<file path="config.mk">
export PLATFORM = sky130hd
export DESIGN_NAME = sync_fifo_param
export DESIGN_NICKNAME = d
export VERILOG_FILES = /design/src/rtl/sync_fifo_pkg.sv /design/src/rtl/sync_fifo_storage.sv /design/src/rtl/sync_fifo_param.sv
export SDC_FILE = /design/constraint.sdc
export NUM_CORES = 1
export LEC_CHECK = 0
export ABC_AREA = 1
export BUFFER_PORTS_ARGS = -buffer_cell sky130_fd_sc_hd__buf_2
export CAP_MARGIN = 0
export CORE_MARGIN = 1.5
export CORE_UTILIZATION = 50
export DETAILED_ROUTE_END_ITERATION = 16
export GPL_TIMING_DRIVEN = 0
export PLACE_DENSITY = 0.74
export RECOVER_POWER = 25
export REMOVE_ABC_BUFFERS = 1
export SYNTH_ARGS = -nofsm -noshare
export SYNTH_HDL_FRONTEND = slang
export SYNTH_SLANG_ARGS = --single-unit
</file>
<file path="constraint.sdc">
create_clock -name clk -period 3.95 [get_ports clk]
set_input_delay 0.5925 -clock clk [delete_from_list [all_inputs] [get_ports clk]]
set_output_delay 0.5925 -clock clk [all_outputs]
set_load 0.03 [all_outputs]
</file>
<file path="src/rtl/sync_fifo_pkg.sv">
// Shared constants and sizing helpers for the QAM symbol-path FIFO.
package sync_fifo_pkg;

    localparam int QAM_DATA_W = 8;
    localparam int QAM_DEPTH  = 8;

    function automatic int addr_w(input int depth);
        return (depth > 1) ? $clog2(depth) : 1;
    endfunction

    // One extra bit so the count can represent DEPTH itself.
    function automatic int cnt_w(input int depth);
        return $clog2(depth) + 1;
    endfunction

endpackage

</file>
<file path="src/rtl/sync_fifo_storage.sv">
// Register-array storage for sync_fifo_param: synchronous write, combinational read.
module sync_fifo_storage
    import sync_fifo_pkg::*;
#(
    parameter int DATA_W = QAM_DATA_W,
    parameter int DEPTH  = QAM_DEPTH,
    parameter int AW     = addr_w(DEPTH)
) (
    input  logic              clk,
    input  logic              rst_n,
    input  logic              we,
    input  logic [AW-1:0]     waddr,
    input  logic [DATA_W-1:0] wdata,
    input  logic [AW-1:0]     raddr,
    output logic [DATA_W-1:0] rdata
);

    logic [DATA_W-1:0] mem [DEPTH];

    // NOTE: the array is cleared on reset so a read after reset can never expose stale
    // symbols; this costs a reset net per flop and prevents RAM inference.
    always_ff @(posedge clk) begin
        if (!rst_n) begin
            for (int i = 0; i < DEPTH; i++) begin
                mem[i] <= '0;
            end
        end else if (we) begin
            mem[waddr] <= wdata;
        end
    end

    assign rdata = mem[raddr];

endmodule

</file>
<file path="src/rtl/sync_fifo_param.sv">
// Parametrised single-clock FIFO with registered read data and occupancy flags.
// Define SYNC_FIFO_ERR_EN to build the sticky wr_err/rd_err ports and logic.
module sync_fifo_param
    import sync_fifo_pkg::*;
#(
    parameter int DATA_W   = QAM_DATA_W,
    parameter int DEPTH    = QAM_DEPTH,
    parameter int AF_LEVEL = DEPTH - 2,
    parameter int AE_LEVEL = 2
) (
    input  logic                     clk,
    input  logic                     rst_n,
    input  logic                     wr_en,
    input  logic [DATA_W-1:0]        wr_data,
    input  logic                     rd_en,
    output logic [DATA_W-1:0]        rd_data,
    output logic                     rd_valid,
    output logic                     full,
    output logic                     empty,
    output logic                     almost_full,
    output logic                     almost_empty,
    output logic [cnt_w(DEPTH)-1:0]  count
`ifdef SYNC_FIFO_ERR_EN
    ,
    output logic                     wr_err,
    output logic                     rd_err
`endif
);

    localparam int AW = addr_w(DEPTH);
    localparam int CW = cnt_w(DEPTH);

    logic [AW-1:0]     wr_ptr;
    logic [AW-1:0]     rd_ptr;
    logic [CW-1:0]     count_nxt;
    logic [DATA_W-1:0] mem_rdata;
    logic              wr_ok;
    logic              rd_ok;

    // Full gates writes and empty gates reads, which resolves both same-cycle corner cases.
    assign wr_ok = wr_en && !full;
    assign rd_ok = rd_en && !empty;

    sync_fifo_storage #(
        .DATA_W (DATA_W),
        .DEPTH  (DEPTH),
        .AW     (AW)
    ) u_storage (
        .clk   (clk),
        .rst_n (rst_n),
        .we    (wr_ok),
        .waddr (wr_ptr),
        .wdata (wr_data),
        .raddr (rd_ptr),
        .rdata (mem_rdata)
    );

    // NOTE: count_nxt gets its default before the case so no path leaves it unassigned,
    // which would otherwise infer a latch.
    always_comb begin
        count_nxt = count;
        case ({wr_ok, rd_ok})
            2'b10:   count_nxt = count + CW'(1);
            2'b01:   count_nxt = count - CW'(1);
            default: count_nxt = count;
        endcase
    end

    // NOTE: all state uses non-blocking assignments so every register samples the
    // pre-edge values, independent of statement order.
    always_ff @(posedge clk) begin
        if (!rst_n) begin
            wr_ptr       <= '0;
            rd_ptr       <= '0;
            count        <= '0;
            rd_data      <= '0;
            rd_valid     <= 1'b0;
            full         <= 1'b0;
            empty        <= 1'b1;
            almost_full  <= 1'b0;
            almost_empty <= 1'b1;
        end else begin
            if (wr_ok) begin
                wr_ptr <= wr_ptr + AW'(1);
            end
            if (rd_ok) begin
                rd_data <= mem_rdata;
                rd_ptr  <= rd_ptr + AW'(1);
            end
            rd_valid     <= rd_ok;
            count        <= count_nxt;
            // Flags come from count_nxt so they change on the same edge as count.
            full         <= (count_nxt == CW'(DEPTH));
            empty        <= (count_nxt == '0);
            almost_full  <= (count_nxt >= CW'(AF_LEVEL));
            almost_empty <= (count_nxt <= CW'(AE_LEVEL));
        end
    end

`ifdef SYNC_FIFO_ERR_EN
    always_ff @(posedge clk) begin
        if (!rst_n) begin
            wr_err <= 1'b0;
            rd_err <= 1'b0;
        end else begin
            if (wr_en && full) begin
                wr_err <= 1'b1;
            end
            if (rd_en && empty) begin
                rd_err <= 1'b1;
            end
        end
    end
`endif

endmodule

</file>
==> impl_results.md, run 1 <==
* Count of state elements after synthesis at 87
* Cell types with the highest counts after synthesis: sky130_fd_sc_hd__nor2_1, sky130_fd_sc_hd__edfxtp_1, sky130_fd_sc_hd__o21ai_0
* Top area cells in the synthesized netlist: sky130_fd_sc_hd__edfxtp_1, sky130_fd_sc_hd__dfxtp_1, sky130_fd_sc_hd__nor2_1
* Via-to-Cell Ratio at 5.54
* Post-synth top area share at between 50% and 60%
* Final slew viol count at 0
* Hold-fix buffers, CTS at 0
* Final count of hold timing violations at 0
* Starting DRC count in detailed routing at 215
* Vert. Die Dim at 90.2 um
* Share of total power in the clock network at between 20% and 30%
* Switching power as a share of total power at 37.6%
* Required time worst endpoint at 3.96 ns
* DRC violation count after routing at 0
* NumNets Final at 433
* Type of the tightest min-delay check: reg -> reg
* CP Capture Type: flop
* Number of buffer cells added on primary ports at 28
* Sequential share of power at 48.3%
* CTS tree: built
* Number of unique standard cell types used by synthesis at 23
* Worst skew pair latency at 0.36 ns
* Worst hold margin at 0.535 ns
* Buffers inserted by post-CTS timing repair at 0
* Crit path arrival time at roughly 2.7 ns
* Highest net fanout along the worst path at 28
* Clock Sinks at just under 90
* P_int at 1.55 mW
* Area added between synthesis and finish at 8.95%
* Number of buffers created by CTS at 9
* Routed WL per cell at approximately 16 um
* Length in cells of the worst reg-to-reg path at 5
* Initial antenna violation count at 0
* Net Sw Power at around 940 uW
* Post-synthesis instance area at 0.00380 mm2
* RSZ-0062 raised after global routing: no
* Total via count after detailed routing at around 2900
* Synthesized netlist cell count at 393
* Highest attainable clock frequency at 374 MHz
* Deepest clock path buffer count at 2
* Router iterations before antenna repair at 4
* Combinational share of power at roughly 29%
* Crit start category: input pin
* Count of antenna diodes in the layout at 0
* DP Wirelength at 5.50 mm
* Avg Inst Size Synth at 9.67 um2
* Global route overflow at 0
* Clock slew at the register clock pins of the worst setup and hold paths at ~0.08 ns
* Antenna Violating Nets Remaining at 0
* Number of enable flip-flop cells after synthesis at 64
* DRT Wirelength at ~8.5 mm
* Transition time at the pin with the least slew margin at 1.23 ns
* Starting Density at 52.1%
* Power density normalized to cell area at 601 mW/mm2
* Deepest level of the CTS H-tree at 3
* CTS root buf: sky130_fd_sc_hd__clkbuf_8
* Number of cell rows at 31
* Via count of the first global-routing pass at ~2800
* P_leak at 1.67 nW
* Worst hold path depth at 2
* Part of the Yosys area used for sequential elements at approximately 63%
* Post-route clock period utilization at roughly two thirds
* Post-cts repair resize count at 0
* Run status: complete, no violations
* First-pass GRT wire length at between 10 and 15 mm
* Most repeated cell in the gate-level netlist after synthesis: sky130_fd_sc_hd__nor2_1
* Die boundary width at 90.2 um
* Placeable core area at approximately 0.0073 mm2
* Time the final worst path needs with I/O delays and setup at 2.67 ns
* Share of layout cells above drive strength 1 at roughly 8.8%
* Count of pins on the block boundary at 29
* Setup tns final at 0 ns
* Ys async rst share at 0%
* Post-Route Skew at between 0.008 and 0.009 ns
* Largest net degree at the start of global routing at 35
* Post-synth top flop: sky130_fd_sc_hd__edfxtp_1
* Finish-stage setup viols at 0
* Remaining max-slew budget at the tightest pin at 17.6%
* Max Cap Violations at 0
* Critical Setup Path Class: in -> reg
* Die outline area at 0.00813 mm2
* Global placement routability congestion at 0.768
* Overall routing resource usage at 21.7%
* Synth area leader: sky130_fd_sc_hd__edfxtp_1
* Total number of yosys warnings at 0
* Worst supply voltage drop on vdd at 0.237 mV
==> power groups by stage <==
stage / combinational (mW) / sequential, mW / clock, mW
final: 0.724 / 1.20 / 0.562
after CTS: 0.741 / 1.20 / 0.563
after global routing: 0.810 / 1.22 / 0.601
after floorplan: 0.423 / 1.31 / 0
after detailed placement: 0.738 / 1.22 / 0
after global placement: 0.720 / 1.21 / 0
==> worst paths after layout <==
check | startpoint | to | slack, ns
setup / recovery | rst_n | u_storage.mem[7][3] | 1.28
hold / removal | wr_ptr[2] | wr_ptr[2] | 0.53
setup reg to reg | rd_ptr[0] | rd_data[1] | 1.37
hold reg to reg | wr_ptr[2] | wr_ptr[2] | 0.53
==> kinds of logic after synthesis <==
group	synth area share (%)
compound gates	12.4
fa+ha+maj	1.32
flops	62.7
simple gates	18.1
buf+inv	5.10
xor+xnor	0.461
==> sequential cells by signal (all words and copies together), names as in the netlist <==
name and cells:
almost_empty 1, almost_full 1, count 4, empty 1
full 1, rd_data 8, rd_ptr 3, rd_valid 1
u_storage.mem 64, wr_ptr 3
==> per-stage QoR <==
stage          std cells  power [mW]  instance area, um2  utilization [%]  setup WS, ns
6_report             521        2.49                4140             56.8          1.28
5_1_grt              521        2.63                4140             56.8          1.08
2_1_floorplan        378        1.74                3730                -          1.79
3_5_place_dp         505        1.96                4000             54.8          1.40
4_1_cts              521        2.50                4170             57.2          1.44
3_3_place_gp         505        1.93                4000             54.8          1.44
==> worst max-delay path, stage by stage <==
cell and delay [ns]:
sky130_fd_sc_hd__clkbuf_1 0.82, sky130_fd_sc_hd__nand2_1 0.16, sky130_fd_sc_hd__nor2_1 0.26, sky130_fd_sc_hd__nand3_1 0.37, sky130_fd_sc_hd__nand2_1 0.47
==> placed cells by master (no fill, tap or decap), drive strengths merged <==
master      n
a21oi      16
buf        11
clkbuf     28
clkinv      3
clkinvlp    2
dfxtp      23
edfxtp     64
ha          4
inv        33
nand2      39
nand3      15
nand4       1
nor2      111
o21ai      54
o221ai      8
o22ai       8
xnor2       2
==> layer usage <==
| metal | part of all wire, % | global-route usage [%] | routed length (um) | vias to the layer above |
|---|---|---|---|---|
| li1 | - | - | - | 1384 |
| met1 | 41 | 27.0 | 3480 | 1367 |
| met2 | 49 | 36.3 | 4190 | 112 |
| met3 | 7.3 | 3.89 | 619 | 23 |
| met4 | 2.4 | 11.1 | 208 | 0 |
| met5 | 0 | 0 | 0 | - |
==> layout make-up <==
cell class              count  area, um2
clock buffers              11        141
clock inverters             5       33.8
fillers                   678       3150
inverters                  33        124
multi-input cells         258       1220
flip-flops and latches     87       2380
well taps                  99        124
repair buffers             28        119
No activity file was read; power rests on OpenSTA's default activity.
==> run 2: changes to the inputs <==
==> constraint.sdc (replaced) <==
create_clock -name clk -period 2.7 [get_ports clk]
set_input_delay 0.405 -clock clk [delete_from_list [all_inputs] [get_ports clk]]
set_output_delay 0.405 -clock clk [all_outputs]
set_load 0.03 [all_outputs]
==> impl_results.md, run 2 (synthesized netlist as in run 1, its figures left out) <==
* Final instance count without filler cells at 521 (unchanged)
* Worst skew pair latency at 0.36 ns (about the same)
* Worst hold path depth at 3 (+1)
* Power density normalized to cell area at 878 mW/mm2 (+46%)
* Global route overflow at 0 (unchanged)
* Overall routing resource usage at 21.7% (unchanged)
* Worst R2R Setup Slack at 0.50 ns (-0.87 ns)
* Post-route clock period utilization at 81.5%
* NumNets Final at 433 (unchanged)
* Time the final worst path needs with I/O delays and setup at 2.20 ns
* Buffer and inverter count on the worst path at 1 (unchanged)
* Clock Sinks at 87 (unchanged)
* Clock slew at the register clock pins of the worst setup and hold paths at 0.08 ns (about the same)
* Register name with the most flops: u_storage.mem
* Number of buffer cells added on primary ports at 28 (unchanged)
* Transition time at the pin with the least slew margin at 0.748 ns (-0.487 ns)
* Via count of the first global-routing pass at 2799 (unchanged)
* Routed WL per cell at 16.4 um (+0.15%)
* CTS root buf: sky130_fd_sc_hd__clkbuf_8
* Worst Hold Path EP: u_storage.mem[5][4]
* Critical path, cell by cell: clkinv_1, nand2_1, nor2_1, nand4_1, nand2_1
* Registers with the most flip-flops: u_storage.mem x64, rd_data x8, count x4
* Final Power at 3.63 mW (+46%)
* CP Capture Type: flop
* Placeable core area at 0.00729 mm2 (unchanged)
* Type of the tightest min-delay check: in -> reg
* Die boundary width at 90.2 um (unchanged)
* RSZ-0062 raised after global routing: no
* Global placement routability congestion at 0.768 (unchanged)
* Setup tns final at 0 ns (unchanged)
* Reg2Reg Capture Point: u_storage.mem[6][6]
* Startpoint of the worst register-to-register path: full
* Starting DRC count in detailed routing at 215 (unchanged)
* Delay of the slowest cell on the worst path at 0.55 ns (-0.27 ns)
* Router iterations before antenna repair at 4 (unchanged)
* Vert. Die Dim at 90.2 um (unchanged)
* Final critical-path setup slack at 0.499 ns (-0.777 ns)
* Cell count after placement at 505 (unchanged)
* Share of layout cells above drive strength 1 at 8.53% (-0.24 points)
* Most frequent CP cell: sky130_fd_sc_hd__nand2_1
* Remaining max-slew budget at the tightest pin at 50.1% (+33 points)
* Die outline area at 0.00813 mm2 (unchanged)
* Via-to-Cell Ratio at 5.52 (-0.28%)
* CTS tree: built
* Crit path arrival time at 2.21 ns (-0.47 ns)
* Max Cap Violations at 0 (unchanged)
* Starting Density at 52.1% (unchanged)
* Antenna Violating Nets Remaining at 0 (unchanged)
* Run status: complete, no violations
* Number of cell rows at 31 (unchanged)
* First-pass GRT wire length at 13.4 mm (unchanged)
* Finish-stage setup viols at 0 (unchanged)
* First element of the critical path: full
* Worst supply voltage drop on vdd at 0.346 mV (+46%)
* Total via count after detailed routing at 2878 (-0.28%)
* Initial antenna violation count at 0 (unchanged)
* Deepest level of the CTS H-tree at 3 (unchanged)
* Highest attainable clock frequency at 454 MHz
* Count of antenna diodes in the layout at 0 (unchanged)
* Count of pins on the block boundary at 29 (unchanged)
* Final slew viol count at 0 (unchanged)
* Most frequent cells in the layout: sky130_fd_sc_hd__nor2_1, sky130_fd_sc_hd__edfxtp_1, sky130_fd_sc_hd__nand2_1, sky130_fd_sc_hd__o21ai_0, sky130_fd_sc_hd__inv_1
* Length in cells of the worst reg-to-reg path at 5 (unchanged)
* Highest net fanout along the worst path at 10 (-64%)
* Cell family contributing the most delay on the critical path: simple AND/OR/NAND/NOR gates
* Area added between synthesis and finish at 8.79%
* DRC violation count after routing at 0 (unchanged)
* Hold Startpoint: wr_data[4]
* P_leak at 1.67 nW (-0.14%)
* Max FFs per register at 64 (unchanged)
* Deepest clock path buffer count at 2 (unchanged)
* Worst hold margin at 0.477 ns (-0.0580 ns)
* Largest net degree at the start of global routing at 35 (unchanged)
* DRT Wirelength at 8.52 mm (+0.15%)
* DP Wirelength at 5.50 mm (unchanged)
* Critical Path Slowest Stage Cell: sky130_fd_sc_hd__nand2_1
* Hold-fix buffers, CTS at 0 (unchanged)
* Leading cell type in the layout, fill and taps excluded: sky130_fd_sc_hd__nor2_1
* Crit start category: flop
* Critical Setup Path Class: reg -> reg
* Worst setup slack before clock tree synthesis at 0.209 ns (-1.19 ns)
* Required time worst endpoint at 2.71 ns (-1.25 ns)
* Final count of hold timing violations at 0 (unchanged)
* Number of buffers created by CTS at 9 (unchanged)
* Post-Route Skew at 0.00898 ns (-0.000000360 ns)
## run 2: tightest hold or removal path: stages
cell and delay [ns]:
sky130_fd_sc_hd__buf_2 0.07, sky130_fd_sc_hd__inv_1 0.12, sky130_fd_sc_hd__nor2_1 0.12
## run 2: area by class of cell
type / instances / area (um2)
fillers: 677 / 3160
flip-flops and latches: 87 / 2380
multi-input cells: 258 / 1210
clock buffers: 11 / 141
inverters: 33 / 124
well taps: 99 / 124
repair buffers: 28 / 119
clock inverters: 5 / 33.8
## run 2: report_power, final
| part | internal (mW) | switching [mW] | leakage [nW] |
|---|---|---|---|
| Clock | 0.358 | 0.464 | 0.0853 |
| Combinational | 0.299 | 0.752 | 0.734 |
| Sequential | 1.61 | 0.150 | 0.853 |
## run 2: metrics by stage
stage          utilization (%)  instance area, um2
2_1_floorplan                -                3730
3_3_place_gp              54.8                4000
4_1_cts                   57.2                4170
6_report                  56.7                4140
3_5_place_dp              54.8                4000
5_1_grt                   56.7                4140
## run 2: how the worst max path moves through the flow
stage | endpoint | slack (ns) | cells past startpoint
2_1_floorplan | almost_empty | 0.70 | 12
3_3_place_gp | rd_data[1] | 0.29 | 5
3_5_place_dp | rd_data[1] | 0.21 | 5
4_1_cts | rd_data[1] | 0.19 | 5
5_1_grt | almost_empty | 0.24 | 12
6_report | u_storage.mem[6][6] | 0.50 | 5
## run 2: what timing repair did
action | CTS | global route
endpoints found under the setup margin | 0 | 8
resized for setup | 0 | 1
setup buffers | 0 | 0
## run 2: metal layers
layer	GRT usage, %	wire length, um	vias up
li1	-	-	1384
met1	27.0	3500	1359
met2	36.3	4190	114
met3	3.89	629	21
met4	11.1	204	0
met5	0	0	-
==> run 3: changes to the inputs <==
==> constraint.sdc (replaced) <==
create_clock -name clk -period 2.3 [get_ports clk]
set_input_delay 0.345 -clock clk [delete_from_list [all_inputs] [get_ports clk]]
set_output_delay 0.345 -clock clk [all_outputs]
set_load 0.03 [all_outputs]
==> impl_results.md, run 3 (synthesized netlist as in run 1, its figures left out) <==
* P_leak at 1.68 nW (+0.23%)
* Clock Sinks at 87 (unchanged)
* NumNets Final at 434 (+0.23%)
* Starting Density at 52.1% (unchanged)
* Reg2Reg Capture Point: rd_data[1]
* Most frequent cells in the layout: sky130_fd_sc_hd__nor2_1, sky130_fd_sc_hd__edfxtp_1, sky130_fd_sc_hd__nand2_1, sky130_fd_sc_hd__o21ai_0, sky130_fd_sc_hd__inv_1
* Run status: complete, no violations
* Initial antenna violation count at 0 (unchanged)
* Transition time at the pin with the least slew margin at 0.713 ns (-0.0342 ns)
* Global-route track usage on met3 at 3.89% (unchanged)
* Critical Setup Path Class: reg -> reg
* DRC violation count after routing at 0 (unchanged)
* Buffers inserted by post-CTS timing repair at 0 (unchanged)
* Multi-input gate area in the final layout at 0.00122 mm2 (+1.1%)
* Required time worst endpoint at 2.54 ns (-0.17 ns)
* Deepest clock path buffer count at 2 (unchanged)
* Overall routing resource usage at 21.7% (unchanged)
* CTS root buf: sky130_fd_sc_hd__clkbuf_8
* Delay of the slowest cell on the worst path at 0.76 ns (+0.21 ns)
* Highest attainable clock frequency at 493 MHz (+8.6%)
* DRT Wirelength at 8.61 mm (+1.0%)
* Via count of the first global-routing pass at 2799 (unchanged)
* Length in cells of the worst reg-to-reg path at 5 (unchanged)
* Area after DPL at 0.00400 mm2 (unchanged)
* Number of buffers created by CTS at 9 (unchanged)
* Crit start category: flop
* Met1 demand-to-capacity share in global routing at 27.0% (unchanged)
* Post-route clock period utilization at 88.1% (+6.6 points)
* Final count of hold timing violations at 0 (unchanged)
* Hold Startpoint: wr_en
* RSZ-0062 raised after global routing: no
* Antenna Violating Nets Remaining at 0 (unchanged)
* Placeable core area at 0.00729 mm2 (unchanged)
* DP Wirelength at 5.50 mm (unchanged)
* Count of antenna diodes in the layout at 0 (unchanged)
* CTS tree: built
* Post-Route Skew at 0.0110 ns (+0.00204 ns)
* Routed WL per cell at 16.5 um (+0.82%)
* Buffer and inverter count on the worst path at 1 (unchanged)
* Crit path arrival time at 2.26 ns (+0.05 ns)
* Number of buffer cells added on primary ports at 28 (unchanged)
* Final std cell area, no fill at 0.00415 mm2 (+0.33%)
* Number of fill cells in the layout at 676 (-0.15%)
* Final slew viol count at 0 (unchanged)
* Router iterations before antenna repair at 5 (+1)
* Max Cap Violations at 0 (unchanged)
* CP Capture Type: flop
* Share of layout cells above drive strength 1 at 9.22% (+0.69 points)
* Hold-fix buffers, CTS at 0 (unchanged)
* Largest net degree at the start of global routing at 35 (unchanged)
* Max FFs per register at 64 (unchanged)
* Worst Hold Path EP: wr_ptr[1]
* Type of the tightest min-delay check: in -> reg
* Clock slew at the register clock pins of the worst setup and hold paths at 0.08 ns (about the same)
* Die boundary width at 90.2 um (unchanged)
* Cell family contributing the most delay on the critical path: flip-flops
* Met2 routing resource usage after global routing at 36.3% (unchanged)
* Number of cell rows at 31 (unchanged)
* Time the final worst path needs with I/O delays and setup at 2.03 ns (-0.174 ns)
* Finish-stage setup viols at 0 (unchanged)
* Count of pins on the block boundary at 29 (unchanged)
* Starting DRC count in detailed routing at 211 (-1.9%)
* Remaining max-slew budget at the tightest pin at 52.4% (+2.3 points)
* Power density normalized to cell area at 1030 mW/mm2 (+18%)
* Registers with the most flip-flops: u_storage.mem x64, rd_data x8, count x4
* Global route overflow at 0 (unchanged)
* Vert. Die Dim at 90.2 um (unchanged)
* Worst hold path depth at 3 (unchanged)
* First-pass GRT wire length at 13.4 mm (unchanged)
* Leading cell type in the layout, fill and taps excluded: sky130_fd_sc_hd__nor2_1
* Critical path, cell by cell: inv_2, o21ai_0, o22ai_1, o21ai_1, a21oi_1
* Register name with the most flops: u_storage.mem
* Total via count after detailed routing at 2897 (+0.66%)
* Worst hold margin at 0.356 ns (-0.121 ns)
* Die outline area at 0.00813 mm2 (unchanged)
* Worst skew pair latency at 0.36 ns (about the same)
* Deepest level of the CTS H-tree at 3 (unchanged)
* Critical Path Slowest Stage Cell: sky130_fd_sc_hd__dfxtp_2
* Global placement routability congestion at 0.768 (unchanged)
* Worst R2R Setup Slack at 0.27 ns (-0.23 ns)
* Area added between synthesis and finish at 9.15%
* Highest net fanout along the worst path at 34 (+24)
* Worst supply voltage drop on vdd at 0.410 mV (+18%)
* Layer with the highest usage: met2
* Startpoint of the worst register-to-register path: rd_ptr[0]
* Combined flip-flop and latch cell area at 0.00238 mm2 (unchanged)
* Via-to-Cell Ratio at 5.55 (+0.47%)
## run 3: cell count changes in the layout (fill, tap and decap cells not counted)
cell / previous run / this run
sky130_fd_sc_hd__nand2_4: 0 / 1
sky130_fd_sc_hd__nor2_2: 0 / 1
sky130_fd_sc_hd__nand2_1: 37 / 36
sky130_fd_sc_hd__inv_2: 3 / 4
sky130_fd_sc_hd__o21ai_0: 37 / 36
sky130_fd_sc_hd__clkinv_1: 1 / 0
sky130_fd_sc_hd__o21ai_1: 17 / 18
## run 3: worst max-delay path by stage
stage	startpoint	endpoint	slack [ns]	cells past startpoint
after floorplan	empty	almost_empty	0.30	12
after CTS	empty	almost_empty	0.10	12
after detailed placement	rd_ptr[0]	rd_data[1]	-0.19	5
after global placement	rd_ptr[0]	rd_data[1]	-0.11	5
final	rd_ptr[0]	rd_data[1]	0.27	5
after global routing	empty	almost_full	0.10	14
## run 3: final cells by class
| class | count | share of cell area, % |
|---|---|---|
| flip-flops and latches | 87 | 57.4 |
| multi-input cells | 259 | 29.5 |
| clock buffers | 11 | 3.41 |
| inverters | 33 | 2.99 |
| well taps | 99 | 2.99 |
| repair buffers | 28 | 2.86 |
| clock inverters | 5 | 0.814 |
## run 3: worst register-to-register path: cells and delay by family (launching register included)
family / cells / cell delay, ns
DFF: 1 / 0.76
AOI/OAI and AO/OA: 4 / 0.71
buffers and inverters: 1 / 0.44
## run 3: power breakdown
part	switching (mW)	internal [mW]
combinational	0.893	0.355
sequential	0.184	1.89
clock	0.545	0.420
total	1.62	2.66
## run 3: layer usage
| metal | share of wire [%] | wire [um] |
|---|---|---|
| met5 | 0 | 0 |
| met1 | 40 | 3470 |
| met2 | 50 | 4340 |
| met4 | 2.3 | 201 |
| met3 | 6.9 | 598 |
## run 3: through the flow
step	power, mW	std cells	utilization (%)	worst slack (ns)	TNS, ns
CTS	4.29	521	57.2	0.103	0
floorplan	2.98	378	-	0.296	0
detailed placement	3.36	505	54.8	-0.191	-1.24
global placement	3.31	505	54.8	-0.111	-0.731
global route	4.53	522	56.9	0.100	0
finish	4.29	522	56.9	0.273	0
## run 3: repair_timing
item / in CTS / in global routing
hold endpoints to repair: 0 / 0
gates cloned: 0 / 1
pin swaps: 0 / 1
gates resized for setup: 1 / 1
endpoints found under the setup margin: 8 / 4
